[src/rtl/maze_probe_arbiter_if.sv]
// Requester-side bus of the maze probe arbiter: packed per-requester probe
// requests, one-hot accept, and one-hot response strobe with the wall bit.
interface maze_probe_arbiter_if #(
  parameter int NUM_REQ  = 5,
  parameter int ROW_BITS = 9,
  parameter int COL_BITS = 10
);
  logic [NUM_REQ-1:0]          req_valid;
  logic [NUM_REQ*ROW_BITS-1:0] req_row;
  logic [NUM_REQ*COL_BITS-1:0] req_col;
  logic [NUM_REQ-1:0]          req_ready;
  logic [NUM_REQ-1:0]          rsp_valid;
  logic                        rsp_wall;

  modport master (
    output req_valid, req_row, req_col,
    input  req_ready, rsp_valid, rsp_wall
  );

  modport slave (
    input  req_valid, req_row, req_col,
    output req_ready, rsp_valid, rsp_wall
  );
endinterface

[src/rtl/maze_probe_arbiter.sv]
// Round-robin time-sharing of one synchronous maze row ROM between the sprite
// movers; one wall bit is returned per accepted (row, col) probe.
module maze_probe_arbiter #(
  parameter int NUM_REQ  = 5,
  parameter int ROW_BITS = 9,
  parameter int COL_BITS = 10,
  parameter int MAZE_W   = 640,
  parameter int MAZE_H   = 480
) (
  input  logic                i_clk,
  input  logic                i_rst_n,
  input  logic                i_frame_start,
  maze_probe_arbiter_if.slave bus,
  output logic [ROW_BITS-1:0] o_rom_addr,
  input  logic [MAZE_W-1:0]   i_rom_data,
  output logic                o_busy,
  output logic [7:0]          o_probe_count,
  output logic                o_frame_overrun
);

  localparam int                  ID_W     = (NUM_REQ > 1) ? $clog2(NUM_REQ) : 1;
  localparam logic [ID_W-1:0]     LAST_ID  = ID_W'(NUM_REQ - 1);
  localparam logic [ID_W:0]       NUM_EXT  = (ID_W + 1)'(NUM_REQ);
  localparam logic [ROW_BITS-1:0] ROW_LIM  = ROW_BITS'(MAZE_H);
  localparam logic [COL_BITS-1:0] COL_LIM  = COL_BITS'(MAZE_W);
  localparam logic [7:0]          CNT_MAX  = 8'hFF;

  typedef enum logic [1:0] {
    ST_IDLE   = 2'd0,
    ST_ISSUE  = 2'd1,
    ST_SAMPLE = 2'd2,
    ST_RESP   = 2'd3
  } state_t;

  function automatic logic [NUM_REQ-1:0] id_to_onehot(input logic [ID_W-1:0] id);
    id_to_onehot = {{(NUM_REQ-1){1'b0}}, 1'b1} << id;
  endfunction

  state_t               r_state;
  state_t               w_next_state;
  logic [ID_W-1:0]      r_rr_ptr;
  logic [ID_W-1:0]      r_id;
  logic [ROW_BITS-1:0]  r_row;
  logic [COL_BITS-1:0]  r_col;
  logic [ROW_BITS-1:0]  r_rom_addr;
  logic [NUM_REQ-1:0]   r_rsp_valid;
  logic                 r_rsp_wall;
  logic                 r_busy;
  logic [7:0]           r_probe_count;
  logic                 r_frame_overrun;

  logic                 w_win_found;
  logic [ID_W-1:0]      w_win_id;
  logic [ID_W:0]        w_sum;
  logic [ID_W-1:0]      w_cand;
  logic                 w_hs;
  logic [NUM_REQ-1:0]   w_ready;
  logic [ROW_BITS-1:0]  w_win_row;
  logic [COL_BITS-1:0]  w_win_col;
  logic [ID_W-1:0]      w_ptr_next;
  logic                 w_wall;

  // Round-robin search: first asserted requester at or after r_rr_ptr, wrapping.
  always_comb begin
    w_win_found = 1'b0;
    w_win_id    = '0;
    w_sum       = '0;
    w_cand      = '0;
    for (int k = 0; k < NUM_REQ; k++) begin
      w_sum       = {1'b0, r_rr_ptr} + (ID_W + 1)'(k);
      w_cand      = (w_sum >= NUM_EXT) ? ID_W'(w_sum - NUM_EXT) : ID_W'(w_sum);
      w_win_id    = (!w_win_found && bus.req_valid[w_cand]) ? w_cand : w_win_id;
      w_win_found = w_win_found | bus.req_valid[w_cand];
    end
  end

  assign w_win_row  = bus.req_row[int'(w_win_id) * ROW_BITS +: ROW_BITS];
  assign w_win_col  = bus.req_col[int'(w_win_id) * COL_BITS +: COL_BITS];
  assign w_ptr_next = (w_win_id == LAST_ID) ? '0 : w_win_id + ID_W'(1);
  // Out-of-maze probes read as solid wall without trusting the ROM bit.
  assign w_wall     = ((r_col >= COL_LIM) || (r_row >= ROW_LIM)) ? 1'b1 : i_rom_data[r_col];

  // Next-state and the combinational accept, offered only while idle.
  always_comb begin
    w_next_state = r_state;
    w_ready      = '0;
    w_hs         = 1'b0;
    case (r_state)
      ST_IDLE: begin
        w_hs         = w_win_found;
        w_ready      = w_win_found ? id_to_onehot(w_win_id) : '0;
        w_next_state = w_win_found ? ST_ISSUE : ST_IDLE;
      end
      ST_ISSUE:  w_next_state = ST_SAMPLE;
      ST_SAMPLE: w_next_state = ST_RESP;
      ST_RESP:   w_next_state = ST_IDLE;
      default:   w_next_state = ST_IDLE;
    endcase
  end

  // State register.
  always_ff @(posedge i_clk or negedge i_rst_n) begin
    if (!i_rst_n) begin
      r_state <= ST_IDLE;
    end else begin
      r_state <= w_next_state;
    end
  end

  // Probe capture on handshake; the ROM address is held until the next accept.
  always_ff @(posedge i_clk or negedge i_rst_n) begin
    if (!i_rst_n) begin
      r_rr_ptr   <= '0;
      r_id       <= '0;
      r_row      <= '0;
      r_col      <= '0;
      r_rom_addr <= '0;
    end else if (w_hs) begin
      r_rr_ptr   <= w_ptr_next;
      r_id       <= w_win_id;
      r_row      <= w_win_row;
      r_col      <= w_win_col;
      r_rom_addr <= w_win_row;
    end else begin
      r_rr_ptr   <= r_rr_ptr;
      r_id       <= r_id;
      r_row      <= r_row;
      r_col      <= r_col;
      r_rom_addr <= r_rom_addr;
    end
  end

  // Response strobe and held wall bit, plus the busy flag.
  always_ff @(posedge i_clk or negedge i_rst_n) begin
    if (!i_rst_n) begin
      r_rsp_valid <= '0;
      r_rsp_wall  <= 1'b0;
      r_busy      <= 1'b0;
    end else begin
      r_rsp_valid <= (r_state == ST_SAMPLE) ? id_to_onehot(r_id) : '0;
      r_rsp_wall  <= (r_state == ST_SAMPLE) ? w_wall : r_rsp_wall;
      r_busy      <= (w_next_state != ST_IDLE);
    end
  end

  // Per-frame probe accounting and the sticky overrun flag.
  always_ff @(posedge i_clk or negedge i_rst_n) begin
    if (!i_rst_n) begin
      r_probe_count   <= 8'd0;
      r_frame_overrun <= 1'b0;
    end else begin
      if (i_frame_start) begin
        r_probe_count <= w_hs ? 8'd1 : 8'd0;
      end else if (w_hs && (r_probe_count != CNT_MAX)) begin
        r_probe_count <= r_probe_count + 8'd1;
      end else begin
        r_probe_count <= r_probe_count;
      end
      r_frame_overrun <= r_frame_overrun |
                         (i_frame_start & ((r_state != ST_IDLE) | (|bus.req_valid)));
    end
  end

  assign bus.req_ready   = w_ready;
  assign bus.rsp_valid   = r_rsp_valid;
  assign bus.rsp_wall    = r_rsp_wall;
  assign o_rom_addr      = r_rom_addr;
  assign o_busy          = r_busy;
  assign o_probe_count   = r_probe_count;
  assign o_frame_overrun = r_frame_overrun;

endmodule

[src/flat_wrapper.sv]
// flat-port wrapper written by rule: the top's interface ports become plain ports
module maze_probe_arbiter_flat 
#(
  parameter int NUM_REQ  = 5,
  parameter int ROW_BITS = 9,
  parameter int COL_BITS = 10,
  parameter int MAZE_W   = 640,
  parameter int MAZE_H   = 480
)
  (i_clk, i_rst_n, i_frame_start, o_rom_addr, i_rom_data, o_busy, o_probe_count, o_frame_overrun, bus_req_valid, bus_req_row, bus_req_col, bus_req_ready, bus_rsp_valid, bus_rsp_wall);
  maze_probe_arbiter_if #(.NUM_REQ(NUM_REQ), .ROW_BITS(ROW_BITS), .COL_BITS(COL_BITS)) bus_i ();
  input  logic i_clk;
  input  logic i_rst_n;
  input  logic i_frame_start;
  output logic [ROW_BITS-1:0] o_rom_addr;
  input  logic [MAZE_W-1:0] i_rom_data;
  output logic o_busy;
  output logic [7:0] o_probe_count;
  output logic o_frame_overrun;
  input wire logic [$bits(bus_i.req_valid)-1:0] bus_req_valid;
  input wire logic [$bits(bus_i.req_row)-1:0] bus_req_row;
  input wire logic [$bits(bus_i.req_col)-1:0] bus_req_col;
  output wire logic [$bits(bus_i.req_ready)-1:0] bus_req_ready;
  output wire logic [$bits(bus_i.rsp_valid)-1:0] bus_rsp_valid;
  output wire logic [$bits(bus_i.rsp_wall)-1:0] bus_rsp_wall;
  assign bus_i.req_valid = bus_req_valid;
  assign bus_i.req_row = bus_req_row;
  assign bus_i.req_col = bus_req_col;
  assign bus_req_ready = bus_i.req_ready;
  assign bus_rsp_valid = bus_i.rsp_valid;
  assign bus_rsp_wall = bus_i.rsp_wall;
  maze_probe_arbiter #(.NUM_REQ(NUM_REQ), .ROW_BITS(ROW_BITS), .COL_BITS(COL_BITS), .MAZE_W(MAZE_W), .MAZE_H(MAZE_H)) u_core (.i_clk(i_clk), .i_rst_n(i_rst_n), .i_frame_start(i_frame_start), .bus(bus_i), .o_rom_addr(o_rom_addr), .i_rom_data(i_rom_data), .o_busy(o_busy), .o_probe_count(o_probe_count), .o_frame_overrun(o_frame_overrun));
endmodule
[config.mk]
export PLATFORM = sky130hd
export DESIGN_NAME = maze_probe_arbiter_flat
export DESIGN_NICKNAME = d
export VERILOG_FILES = /design/src/rtl/maze_probe_arbiter_if.sv /design/src/rtl/maze_probe_arbiter.sv /design/src/flat_wrapper.sv
export SDC_FILE = /design/constraint.sdc
export NUM_CORES = 1
export LEC_CHECK = 0
export CAP_MARGIN = 20
export CORE_AREA = 2 2 297 299
export CTS_BUF_LIST = sky130_fd_sc_hd__clkbuf_4 sky130_fd_sc_hd__clkbuf_8
export CTS_CLUSTER_DIAMETER = 120
export DETAILED_ROUTE_END_ITERATION = 6
export DIE_AREA = 0 0 299 301
export GPL_TIMING_DRIVEN = 0
export PLACE_DENSITY = 0.37
export SLEW_MARGIN = 20
export SYNTH_ARGS = -nofsm -noshare
export SYNTH_HDL_FRONTEND = slang
export SYNTH_SLANG_ARGS = --single-unit
[constraint.sdc]
create_clock -name i_clk -period 7 [get_ports i_clk]
set_input_delay 1.05 -clock i_clk [delete_from_list [all_inputs] [get_ports i_clk]]
set_output_delay 1.05 -clock i_clk [all_outputs]
set_load 0.01 [all_outputs]
# Yosys cells after proc, flatten, opt, wreduce, memory -nomap -nowiden

Index checks and enable logic that the tools add are counted.

$add $sub $neg: 11
Equality and inequality tests: 5
Shifts and indexed selects: 4
$lt $le $gt $ge: 13
Div/mod/pow operators: 0
Reduce and logical (&&, ||, !) cells: 15
Bitwise gates (word level): 7
Multiplexer cells: 33
$mul: 2

Operators with widths:

| operator                                                                | count |
|---|---|
| 50-bit by 32-bit indexed part select with 10-bit output                 | 1 |
| 45-bit by 32-bit indexed part select with 9-bit output                  | 1 |
| 3-bit two-way mux                                                       | 11 |
| 3-bit by 4-bit < comparator with 1-bit output (second input constant)   | 5 |
| 4-bit by 3-bit >= comparator with 1-bit output (second input constant)  | 4 |
| 8-bit two-way mux                                                       | 2 |
| 1-bit binary-select mux with 3-bit select                               | 5 |
| 5-bit two-way mux                                                       | 3 |
| 3-bit subtractor (second input constant)                                | 5 |
| 10-bit by 11-bit < comparator with 1-bit output (second input constant) | 1 |
| 1-bit binary-select mux with 10-bit select                              | 1 |
| 10-bit >= comparator (second input constant)                            | 1 |
| 1-bit two-way mux                                                       | 10 |
| 1-bit by 3-bit << shifter with 5-bit output (first input constant)      | 2 |
| 9-bit >= comparator (second input constant)                             | 1 |
| 3-bit by 2-bit adder with 4-bit output (second input constant)          | 2 |
| 8-bit by 1-bit adder with 8-bit output (second input constant)          | 1 |
| 8-bit inequality test (second input constant)                           | 1 |
| 2-bit case mux with 4 select lines                                      | 1 |
| 3-bit by 4-bit multiplier with 7-bit output (second input constant)     | 1 |
| 3-bit by 3-bit multiplier with 6-bit output (second input constant)     | 1 |
| 1-bit bitwise OR                                                        | 6 |
| 2-bit nonzero test                                                      | 3 |
| 1-bit logical AND                                                       | 5 |
| 12 further kinds                                                        | 16 |

Input port bits: 743
Memory bits (writable): 0
Output and inout bits: 30
Memory bits (read-only): 0
Latch bits: 0
Memories: 0
Word-level logic and storage cells: 100
Flip-flop bits (word level): 43

# Longest topological paths before layout

Gate-level depths: netlist of run 1.

Depth in word-level cells: 14
Mapped depth: 16
Mapped depth without buffers: 13

# Worst setup path before layout of run 1

No wires, ideal clock.

Path type: reg2out
Start point: register u_core.r_rr_ptr[1]
End point: output bus_req_ready[3]
Setup slack: 2.560 ns
Cell stages (with the launch flop): 15
Arrival time: 3.390 ns
Buffers on the path: 3
Required time: 5.950 ns
Cell sequence: dfrtp_1 -> buf_2 -> inv_1 -> ha_1 -> ha_1 -> or3b_2 -> o22ai_1 -> nor3_2 -> mux2i_1 -> o211ai_1 -> and2_1 -> buf_2 -> nand2_1 -> buf_2 -> nor3_1

Longest elaborated chain between the ends: 14
Elaborated cells on any way between the ends: 49
Those cells by class: add/sub: 9; order compare: 5; shift: 1; mux: 22; bitwise: 4; reduce/logical: 8

Ends and longest elaborated chain:

| item                                                                                      | RTL line                                           | RTL |
|---|---|---|
| start: declaration                                                                        | maze_probe_arbiter.sv:41                           | `logic [ID_W-1:0] r_rr_ptr;` |
| start signal: assignment                                                                  | maze_probe_arbiter.sv:119                          | `r_rr_ptr <= w_ptr_next;` |
| start signal: assignment                                                                  | maze_probe_arbiter.sv:125                          | `r_rr_ptr <= r_rr_ptr;` |
| 3-bit by 1-bit adder with 4-bit output                                                    | maze_probe_arbiter.sv:70                           | `w_sum = {1'b0, r_rr_ptr} + (ID_W + 1)'(k);` |
| 4-bit by 3-bit >= comparator with 1-bit output / 3-bit subtractor (equally long branches) | maze_probe_arbiter.sv:71                           | `w_cand = (w_sum >= NUM_EXT) ? ID_W'(w_sum - NUM_EXT) : ID_W'(w_sum);` |
| 3-bit two-way mux                                                                         | maze_probe_arbiter.sv:71                           |  |
| 1-bit binary-select mux with 3-bit select                                                 | maze_probe_arbiter.sv:72, maze_probe_arbiter.sv:73 |  |
| 1-bit two-way mux (implied by the code)                                                   | maze_probe_arbiter.sv:72, maze_probe_arbiter.sv:73 |  |
| 1-bit bitwise OR                                                                          | maze_probe_arbiter.sv:73                           | `w_win_found = w_win_found \| bus.req_valid[w_cand];` |
| 1-bit zero test / 1-bit bitwise OR (equally long branches)                                | maze_probe_arbiter.sv:72, maze_probe_arbiter.sv:73 |  |
| 1-bit logical AND (tied with other cells)                                                 | maze_probe_arbiter.sv:72                           | `w_win_id = (!w_win_found && bus.req_valid[w_cand]) ? w_cand : w_win_id;` |
| 3-bit two-way mux (tied with other cells)                                                 | maze_probe_arbiter.sv:72                           |  |
| 3-bit two-way mux / 1-bit logical AND (equally long branches)                             | maze_probe_arbiter.sv:72                           |  |
| 3-bit two-way mux                                                                         | maze_probe_arbiter.sv:72                           |  |
| 1-bit by 3-bit << shifter with 5-bit output                                               | maze_probe_arbiter.sv:36                           | `id_to_onehot = {{(NUM_REQ-1){1'b0}}, 1'b1} << id;` |
| 5-bit two-way mux (*)                                                                     | maze_probe_arbiter.sv:91                           | `w_ready = w_win_found ? id_to_onehot(w_win_id) : '0;` |
| 5-bit two-way mux (*)                                                                     | maze_probe_arbiter.sv:88                           | `case (r_state)` |
| end: declaration                                                                          | flat_wrapper.sv:23                                 | `output wire logic [$bits(bus_i.req_ready)-1:0] bus_req_ready;` |

Every way passes the cells marked *; elsewhere a longest branch is shown, timed or not. The select of a mux whose other input is x is not followed.

# Worst setup path in the final report of run 1

Start point: register u_core.r_rr_ptr[0]
End point: output bus_req_ready[1]

The elaborated chain is that of the path after synthesis.

==> qor.txt, run 1 <==
Port Buffers: 771
CTS tree: yes
Sw Share: 0.540
Clock share of power: 0.035
Hold crit path type: reg2reg
Maximum operating frequency: 0.158 GHz
Fill cells: 9365
Reg area: 0.00108 sq mm
Logic pwr share: 0.897
Reg power frac: 0.068
Yosys top cell area share: 0.500
1st-iter DRT viols: 680
Gr ovfl total: 0
RePlAce Congestion: 0.913
Routed via count: 10.8k
Crit Path Max Fanout: 10
FFs w/ async S/R, synth: 1.00
Final hold violation count: 0
Cell type of the slowest stage on the worst timing path: clkdlybuf4s50_1
Fin crit share: 0.907
Pre-antenna DRT Iters: 5
Final cell count without fillers: 2679
Layout cells sized above 1: 0.196
Half-perimeter wire length after placement: 69.5 mm
Setup bufs post-CTS: 0
Die area: 0.0900 sq mm
Ys flop type: dfrtp_1
DRC errors left: 0
Die Height: 301 microns
First-pass GRT wire length: 104 mm
Power density over the cells: 373 mW/mm^2
Multi-input logic area: 0.00734 sq mm
Distinct cells, synth: 81
RSZ-0062 raised after global routing: no
Register bit count reported by yosys: 43
Clock Sinks: 43
Chip Width: 299 microns
Internal power: 3.14 mW
Setup total negative slack: 0 ps
Total track usage: 0.168
Worst-Skew Late Latency: 350 ps
Clock Tree Buf Depth: 2
Post-Syn Area: 0.00896 sq mm
Most used cell, CP: nand2_1
Final wirelength: 79.1 mm
Psw: 3.69 mW
Vias in the first global route: 12.2k
Post-CTS Resized: 0
Post-synth top area cell: mux4_2
Avg Cell Area, Syn: 12.2 sq um
H-Tree Level Count: 2
Placeable Area: 0.0865 sq mm
Sequential fraction of the synthesis area: 0.120
Critical Path Max Stage Delay: 590 ps
Worst slew pin tran: 1110 ps
CP delay by family, top: compound AO/OA/AOI/OAI gates
Post-route cell area: 0.0183 sq mm
Hold Path Origin: u_core.o_frame_overrun
Hold Path Sink: u_core.o_frame_overrun
Row count: 108
I/O Pins: 773
Worst slew margin: 0.261
Worst VDD drop: 272 uV
Area Growth Syn to Fin: 104%
Post-synth EDFFs: 0
Reg2reg end: u_core.r_col[6]
WHS Path Cells: 1
Largest net degree at the start of global routing: 44
Reg2reg setup slack: 2210 ps
Worst r2r path cells: 14
Endpoint class of the critical path: output port
Post-synth net total: 1487
DR WL/cell: 29.5 microns
Antenna-violating nets left: 0
CTS Hold Bufs: 0
CP Launch Type: flip-flop
Max Slew Vio Count: 0
Detailed-route vias per instance: 4.01
Crit path cell chain: buf_6 -> inv_2 -> ha_1 -> inv_1 -> fa_1 -> a21oi_4 -> mux2i_1 -> o32a_1 -> nand2_1 -> o41ai_1 -> a311oi_2 -> nor2_4 -> buf_2 -> nand2_1 -> nor2_1 -> clkdlybuf4s50_1
Static Leak: 6.35 nW
Most frequent cells in the layout: clkdlybuf4s50_1 (770), mux4_2 (199), mux2i_1 (57)
Synth warn: 0
Initial Utilization: 0.104
Area after DPL: 0.0182 sq mm
Fin crit period: 6350 ps
Required time of the critical path: 5950 ps
CP Buf/Inv Count: 5
Syn Inst Count: 732
Net count, final: 2267
Placed cell count: 2660
Commonest non-fill, non-tap cell in the layout: clkdlybuf4s50_1
Largest cells by area after synthesis: mux4_2 (50%), dfrtp_1 (12%), mux2i_1 (6.4%)
FF-to-FF Start: u_core.r_rr_ptr[0]
Clock Skews: 20.7 ps
Root buffer cell: clkbuf_8
Clock slew at reported path FFs: 130 ps
Initial antenna violation count: 23
Outcome: completed
Crit Path Class: reg2out
Final setup vio count: 0
CP arrival: 5300 ps
Max-cap violations: 0
CTS buffer count: 5
## power groups by stage
stage	registers (mW)	clock network (mW)	logic (mW)
3_3_place_gp	0.476	0	6.26
5_1_grt	0.484	0.263	6.60
4_1_cts	0.474	0.256	6.32
2_1_floorplan	0.437	0	3.72
3_5_place_dp	0.477	0	6.29
6_report	0.467	0.237	6.14
## stage by stage
stage,util,setup WS (ps),hold slack (ps),power (mW)
after global placement,0.210,764,467,6.74
after CTS,0.212,582,479,7.05
after detailed placement,0.210,738,456,6.77
after floorplan,-,2560,452,4.15
after global routing,0.212,243,500,7.35
final,0.212,654,475,6.84
## cell usage after synthesis (11+ instances only)
master     count
mux4_2       199
nand3_1       15
o21ai_0       14
o2111ai_1     16
nor3_1        13
mux2i_1       57
dfrtp_1       43
nand2_1       27
ha_1          11
clkbuf_1      30
a21oi_1       13
a31oi_1       17
nor2_1        25
buf_2         30
inv_1         45
o221ai_1      15
## metal layers
metal  global-route usage  part of all wire  up-vias  routed length [microns]
met2                0.302              0.51      554                    40400
met5                    0           0.00035        -                       28
met4               0.0380             0.019        4                     1520
li1                     -                 -     4712                        -
met1                0.203              0.40     5430                    31600
met3               0.0392             0.070       55                     5550
## worst max-delay path by stage
stage	from	to	slack (ps)	cells past startpoint
floorplan	u_core.r_rr_ptr[1]	bus_req_ready[3]	2560	14
global placement	bus_req_valid[2]	bus_req_ready[2]	760	13
CTS	u_core.r_rr_ptr[0]	bus_req_ready[2]	580	16
detailed placement	bus_req_valid[2]	bus_req_ready[2]	740	13
finish	u_core.r_rr_ptr[0]	bus_req_ready[1]	650	16
global route	u_core.r_rr_ptr[0]	bus_req_ready[2]	240	16
## flip-flops by register name, indices dropped and copies added (netlist names), 2 cells and up
signal / flops
u_core.r_col: 10
u_core.bus.rsp_valid: 5
u_core.r_rr_ptr: 3
u_core.r_state: 2
u_core.r_row: 9
u_core.r_id: 3
u_core.o_probe_count: 8
## cells by family (layout without fill, tap and decap cells)
family,after synthesis,in the layout,share of synthesized area
muxes,258,258,0.569
AOI/OAI and AO/OA,146,146,0.130
and+or+nand+nor,142,142,0.0910
buffers and inverters,120,901,0.0611
DFF,43,43,0.120
adders and majority gates,12,12,0.0176
xor gates and xnor gates,11,11,0.0116
other,0,11,0
## cell type report
| type | count | area share |
|---|---|---|
| clock inverter | 3 | 0.00239 |
| sequential | 43 | 0.0587 |
| buffer | 72 | 0.0208 |
| inverter | 48 | 0.00983 |
| multi-input combinational | 569 | 0.401 |
| antenna | 11 | 0.00150 |
| clock buffer | 5 | 0.00376 |
| tap | 1155 | 0.0789 |
| timing repair buffer | 773 | 0.424 |
## worst reg2reg max path: cells and delay by family (launching register included)
kind	cells	cell delay, ps
fa+ha+maj	2	610
mux	1	330
flops	1	440
simple gates	1	500
buf+inv	4	640
compound gates	6	2120
(Power assumes the default switching activity.)
==> inputs of run 2 (changes only) <==
--- a/config.mk
+++ b/config.mk
@@ -6,13 +6,14 @@
 export NUM_CORES = 1
 export LEC_CHECK = 0
 export CAP_MARGIN = 20
-export CORE_AREA = 2 2 297 299
+export CORE_AREA = 2 2 298 300
 export CTS_BUF_LIST = sky130_fd_sc_hd__clkbuf_4 sky130_fd_sc_hd__clkbuf_8
 export CTS_CLUSTER_DIAMETER = 120
 export DETAILED_ROUTE_END_ITERATION = 6
-export DIE_AREA = 0 0 299 301
+export DIE_AREA = 0 0 300 302
 export GPL_TIMING_DRIVEN = 0
-export PLACE_DENSITY = 0.37
+export HOLD_SLACK_MARGIN = 0.06
+export PLACE_DENSITY = 0.38
 export SLEW_MARGIN = 20
 export SYNTH_ARGS = -nofsm -noshare
 export SYNTH_HDL_FRONTEND = slang
==> constraint.sdc (replaced) <==
create_clock -name i_clk -period 5.1 [get_ports i_clk]
set_input_delay 0.765 -clock i_clk [delete_from_list [all_inputs] [get_ports i_clk]]
set_output_delay 0.765 -clock i_clk [all_outputs]
set_load 0.01 [all_outputs]
==> run 2 against run 1 <==
- clock power grew 17%
- cell count grew 0.86%
- clock skew shrank 13 ps
- count of clock-buffer cells in the layout grew 1
- die area grew 0.67%
- global-route usage shrank 0.20 points
- first-iteration DRC count shrank 32%
- combinational power grew 46%
- wire length shrank 0.92%
- design area grew 1.5%
- largest power group unchanged
==> qor.txt, run 2 (synthesis results as in run 1) <==
Hold slack final: 435 ps
CTS tree: yes
Power density over the cells: 531 mW/mm^2
Clock Skews: 8.11 ps
Logic pwr share: 0.909
Final setup vio count: 0
Clock share of power: 0.028
Layout cells sized above 1: 0.221
Routed via count: 10.8k
Endpoint class of the critical path: output port
CTS Hold Bufs: 0
Reg2reg end: u_core.bus.rsp_wall
Crit Path Class: reg2out
Chip Width: 300 microns
Static Leak: 6.46 nW
Antenna-violating nets left: 0
Max-cap violations: 0
Maximum operating frequency: 0.203 GHz
Final Power: 9.87 mW
Reg power frac: 0.063
DRC errors left: 0
Worst-Skew Late Latency: 360 ps
Largest net degree at the start of global routing: 44
Final hold violation count: 0
Initial antenna violation count: 10
Area Growth Syn to Fin: 108%
Worst slew margin: 0.253
Reg2reg setup slack: 680 ps
CP Buf/Inv Count: 7
Port Buffers: 771
Fill cells: 9515
Pre-antenna DRT Iters: 4
Largest Register: u_core.r_col
Clock Tree Buf Depth: 2
CP Launch Type: flip-flop
CP arrival: 4160 ps
Worst r2r path cells: 12
Clock slew at reported path FFs: 110 ps
Crit path cell chain: buf_4 -> inv_2 -> ha_4 -> ha_2 -> or3b_2 -> o22ai_4 -> nor3_2 -> buf_4 -> mux2i_1 -> o211ai_1 -> buf_4 -> a211oi_4 -> o21ai_4 -> buf_6 -> inv_2 -> clkdlybuf4s50_1
Commonest non-fill, non-tap cell in the layout: clkdlybuf4s50_1
Sw Share: 0.534
Fin crit period: 4920 ps
Worst VDD drop: 390 uV
Die Height: 302 microns
DR WL/cell: 29.0 microns
Half-perimeter wire length after placement: 69.0 mm
RePlAce Congestion: 0.854
Outcome: completed
Hold crit path type: in2async
First-pass GRT wire length: 103 mm
Total track usage: 0.166
Die area: 0.0906 sq mm
Internal power: 4.60 mW
Placeable Area: 0.0876 sq mm
Setup crit start: u_core.r_rr_ptr[1]
Clock Sinks: 43
Most frequent cells in the layout: clkdlybuf4s50_1 (763), mux4_2 (199), mux2i_1 (56)
Cell type of the slowest stage on the worst timing path: clkdlybuf4s50_1
Required time of the critical path: 4340 ps
CP delay by family, top: buffers and inverters
Crit Path Max Fanout: 11
Root buffer cell: clkbuf_8
Net count, final: 2286
Final wirelength: 78.4 mm
Detailed-route vias per instance: 3.99
FF-to-FF Start: u_core.r_col[1]
CTS buffer count: 5
Worst slew pin tran: 1120 ps
Fin crit share: 0.965
1st-iter DRT viols: 465
Vias in the first global route: 12.1k
I/O Pins: 773
Initial Utilization: 0.102
Gr ovfl total: 0
Largest register FFs: 10
Max Slew Vio Count: 0
Psw: 5.27 mW
Row count: 109
Critical Path Max Stage Delay: 520 ps
RSZ-0062 raised after global routing: no
Most used cell, CP: buf_4
H-Tree Level Count: 2
-- run 2: cell types whose count changed in the layout (fill, tap and decap cells not counted), sizes merged, moves of 2 or more --
cell,change
dlymetal6s2s,+2
diode,-6
buf,+19
clkdlybuf4s50,-7
clkdlybuf4s15,+2
dlygate4sd2,+3
-- run 2: power by group through the flow --
| stage | combinational (mW) | sequential [mW] | clock, mW |
|---|---|---|---|
| 4_1_cts | 9.13 | 0.633 | 0.308 |
| 2_1_floorplan | 5.10 | 0.600 | 0 |
| 3_5_place_dp | 8.69 | 0.642 | 0 |
| 5_1_grt | 9.69 | 0.639 | 0.314 |
| 3_3_place_gp | 8.68 | 0.641 | 0 |
| 6_report | 8.98 | 0.620 | 0.277 |
-- run 2: what timing repair did --
action	CTS	global route
buffers inserted	11	8
cloned	0	0
endpoints found under the setup margin	5	5
gates resized for setup	36	14
pin swaps	9	6
-- run 2: worst max path at each step --
| stage | slack [ps] | cells past startpoint | end |
|---|---|---|---|
| after floorplan | 950 | 14 | bus_req_ready[3] |
| after global placement | -570 | 13 | bus_req_ready[2] |
| after detailed placement | -580 | 13 | bus_req_ready[2] |
| after CTS | 2 | 16 | bus_req_ready[0] |
| after global routing | 5 | 16 | bus_req_ready[0] |
| final | 180 | 16 | bus_req_ready[0] |
-- run 2: per-stage QoR --
stage	setup slack, ps	cells	utilization	cell area, sq um	TNS, ps
detailed placement	-579	2670	0.208	18200	-2360
global route	5.35	2698	0.212	18600	0
finish	178	2702	0.212	18600	0
global placement	-568	2668	0.207	18100	-2200
floorplan	945	732	-	8960	0
CTS	2.49	2689	0.211	18500	0
-- run 2: layout make-up --
cell class	count	area [sq um]	share of cell area
multi-input cells	569	7490	0.403
clock buffers	6	76.3	0.00410
repair buffers	792	7890	0.424
clock inverters	2	12.5	0.000673
plain buffers	72	398	0.0214
well taps	1165	1460	0.0784
inverters	48	185	0.00995
diodes	5	12.5	0.000673
flip-flops and latches	43	1080	0.0580
-- run 2: worst register-to-register path: cells and delay by family, from the launching register on --
family / cells / cell delay [ps]
compound gates: 6 / 1080
mux: 2 / 910
flops: 1 / 350
buf+inv: 4 / 1980
-- run 2: metal layers --
layer  up-vias  track usage  wire, microns
met2       475        0.303          40600
met4         2       0.0190            654
li1       4731            -              -
met3        29       0.0306           4120
met5         -            0             13
met1      5536        0.208          33000
==> inputs of run 3 (changes only) <==
--- a/config.mk
+++ b/config.mk
@@ -6,14 +6,13 @@
 export NUM_CORES = 1
 export LEC_CHECK = 0
 export CAP_MARGIN = 20
-export CORE_AREA = 2 2 298 300
+export CORE_AREA = 2 2 297 299
 export CTS_BUF_LIST = sky130_fd_sc_hd__clkbuf_4 sky130_fd_sc_hd__clkbuf_8
 export CTS_CLUSTER_DIAMETER = 120
 export DETAILED_ROUTE_END_ITERATION = 6
-export DIE_AREA = 0 0 300 302
+export DIE_AREA = 0 0 299 301
 export GPL_TIMING_DRIVEN = 0
 export HOLD_SLACK_MARGIN = 0.06
-export PLACE_DENSITY = 0.38
 export SLEW_MARGIN = 20
 export SYNTH_ARGS = -nofsm -noshare
 export SYNTH_HDL_FRONTEND = slang
==> constraint.sdc (replaced) <==
create_clock -name i_clk -period 6 [get_ports i_clk]
set_input_delay 0.9 -clock i_clk [delete_from_list [all_inputs] [get_ports i_clk]]
set_output_delay 0.9 -clock i_clk [all_outputs]
set_load 0.01 [all_outputs]
==> run 3 against run 2 <==
- sequential share of layout area increased by 0.058 points
- register-to-register slack improved by 300 ps
- design area decreased by 1.1%
- global-route usage decreased by 0.31 points
- clock skew increased by 4.7 ps
- worst setup slack improved by 92 ps
- sequential power decreased by 7.3%
- first-iteration DRC count increased by 65%
- core utilization about the same
- critical endpoint is now bus_req_ready[1]
==> qor.txt, run 3 (synthesis results as in run 1) <==
Fin crit period: 5730 ps
CTS buffer count: 5
H-Tree Level Count: 2
Reg power frac: 0.071
Reg area: 0.00108 sq mm
Detailed-route vias per instance: 4.13
Largest register FFs: 10
Final hold violation count: 0
CTS tree: yes
Final setup vio count: 0
CTS Hold Bufs: 0
CP Launch Type: flip-flop
Endpoint class of the critical path: output port
Largest net degree at the start of global routing: 44
Pre-antenna DRT Iters: 6
Layout cells sized above 1: 0.201
Clock Sinks: 43
Crit Path Max Fanout: 10
Clock slew at reported path FFs: 100 ps
Clock share of power: 0.027
Row count: 108
Initial antenna violation count: 22
Worst r2r path cells: 12
Logic pwr share: 0.903
RePlAce Congestion: 0.892
Worst slew pin tran: 1120 ps
Port Buffers: 771
Area Growth Syn to Fin: 105%
Final Power: 8.14 mW
Net count, final: 2274
Internal power: 3.72 mW
Root buffer cell: clkbuf_8
Die Height: 301 microns
Multi-input logic area: 0.00735 sq mm
Power density over the cells: 443 mW/mm^2
Hold crit path type: reg2reg
Max Slew Vio Count: 0
CP arrival: 4830 ps
Worst-Skew Late Latency: 350 ps
Fin crit share: 0.955
1st-iter DRT viols: 768
WHS Path Cells: 1
I/O Pins: 773
Largest Register: u_core.r_col
Antenna-violating nets left: 0
Total track usage: 0.163
DRC errors left: 0
Crit Path Class: reg2out
Worst VDD drop: 467 uV
Place WS: 228 ps
Fill cells: 9491
Half-perimeter wire length after placement: 67.7 mm
Clock Tree Buf Depth: 2
Placeable Area: 0.0865 sq mm
Static Leak: 6.38 nW
Final core occ: 0.213
Outcome: completed
Initial Utilization: 0.104
Die area: 0.0900 sq mm
Final worst slack: 271 ps
Vias in the first global route: 11.8k
DR WL/cell: 28.7 microns
Clock Skews: 12.8 ps
First-pass GRT wire length: 99.5 mm
Gr ovfl total: 0
Routed via count: 11.1k
Commonest non-fill, non-tap cell in the layout: clkdlybuf4s50_1
Chip Width: 299 microns
Final wirelength: 76.9 mm
Worst slew margin: 0.251
Maximum operating frequency: 0.175 GHz
Required time of the critical path: 5100 ps
Psw: 4.43 mW
Max-cap violations: 0
Sw Share: 0.544
Most frequent cells in the layout: clkdlybuf4s50_1 (770), mux4_2 (199), mux2i_1 (57)
## run 3: metal layers
metal	vias up	GRT usage	share of wire	wire (microns)
met5	-	0	0.00044	34
met4	6	0.0370	0.022	1680
met3	80	0.0343	0.073	5600
met2	696	0.284	0.50	38100
met1	5575	0.205	0.41	31500
li1	4733	-	-	-
## run 3: worst paths after layout
| path | from | end | slack (ps) |
|---|---|---|---|
| setup / recovery | u_core.r_rr_ptr[0] | bus_req_ready[1] | 270 |
| hold / removal | u_core.o_frame_overrun | u_core.o_frame_overrun | 470 |
| setup reg to reg | u_core.r_col[0] | u_core.bus.rsp_wall | 980 |
| hold reg to reg | u_core.o_frame_overrun | u_core.o_frame_overrun | 470 |
| max in group asynchronous | i_rst_n | u_core.r_rr_ptr[1] | 4910 |
| min in group asynchronous | i_rst_n | u_core.o_probe_count[5] | 580 |
## run 3: worst max-delay path, cell delays in order, from the launching register on
cell and delay, ps:
dfrtp_1 430, buf_6 160, inv_2 160, ha_1 170, inv_1 40, fa_1 430
a21oi_4 230, mux2i_1 300, o32a_1 300, nand2_1 130, o41ai_2 440, a311oi_2 260
nor2_4 290, buf_2 280, nand2_1 140, nor2_1 120, clkdlybuf4s50_1 570
## run 3: power by group through the flow
stage | registers (mW) | clock network, mW | logic [mW]
6_report | 0.575 | 0.217 | 7.35
5_1_grt | 0.591 | 0.238 | 7.86
4_1_cts | 0.582 | 0.233 | 7.43
3_5_place_dp | 0.586 | 0 | 7.38
3_3_place_gp | 0.588 | 0 | 7.29
2_1_floorplan | 0.510 | 0 | 4.34
## run 3: timing repair
item | in CTS | in global routing
buffers inserted | 1 | 2
pin swaps | 1 | 2
gates resized for setup | 0 | 4
endpoints found under the setup margin | 1 | 5
endpoints found under the hold margin | 0 | 0
## run 3: area by class of cell
class | instances | area share
Sequential cell | 43 | 0.0586
Inverter | 48 | 0.00979
Multi-Input combinational cell | 569 | 0.400
Antenna cell | 7 | 0.000952
Tap cell | 1155 | 0.0786
Buffer | 72 | 0.0207
Timing Repair Buffer | 780 | 0.427
Clock buffer | 5 | 0.00374
Clock inverter | 3 | 0.00109
## run 3: through the flow
stage               area [sq um]  hold WS, ps  setup TNS [ps]  instances
floorplan                   8960          452               0        732
global placement           18100          441               0       2658
detailed placement         18200          447               0       2663
CTS                        18300          470               0       2672
global route               18400          498           -25.3       2681
finish                     18400          468               0       2682
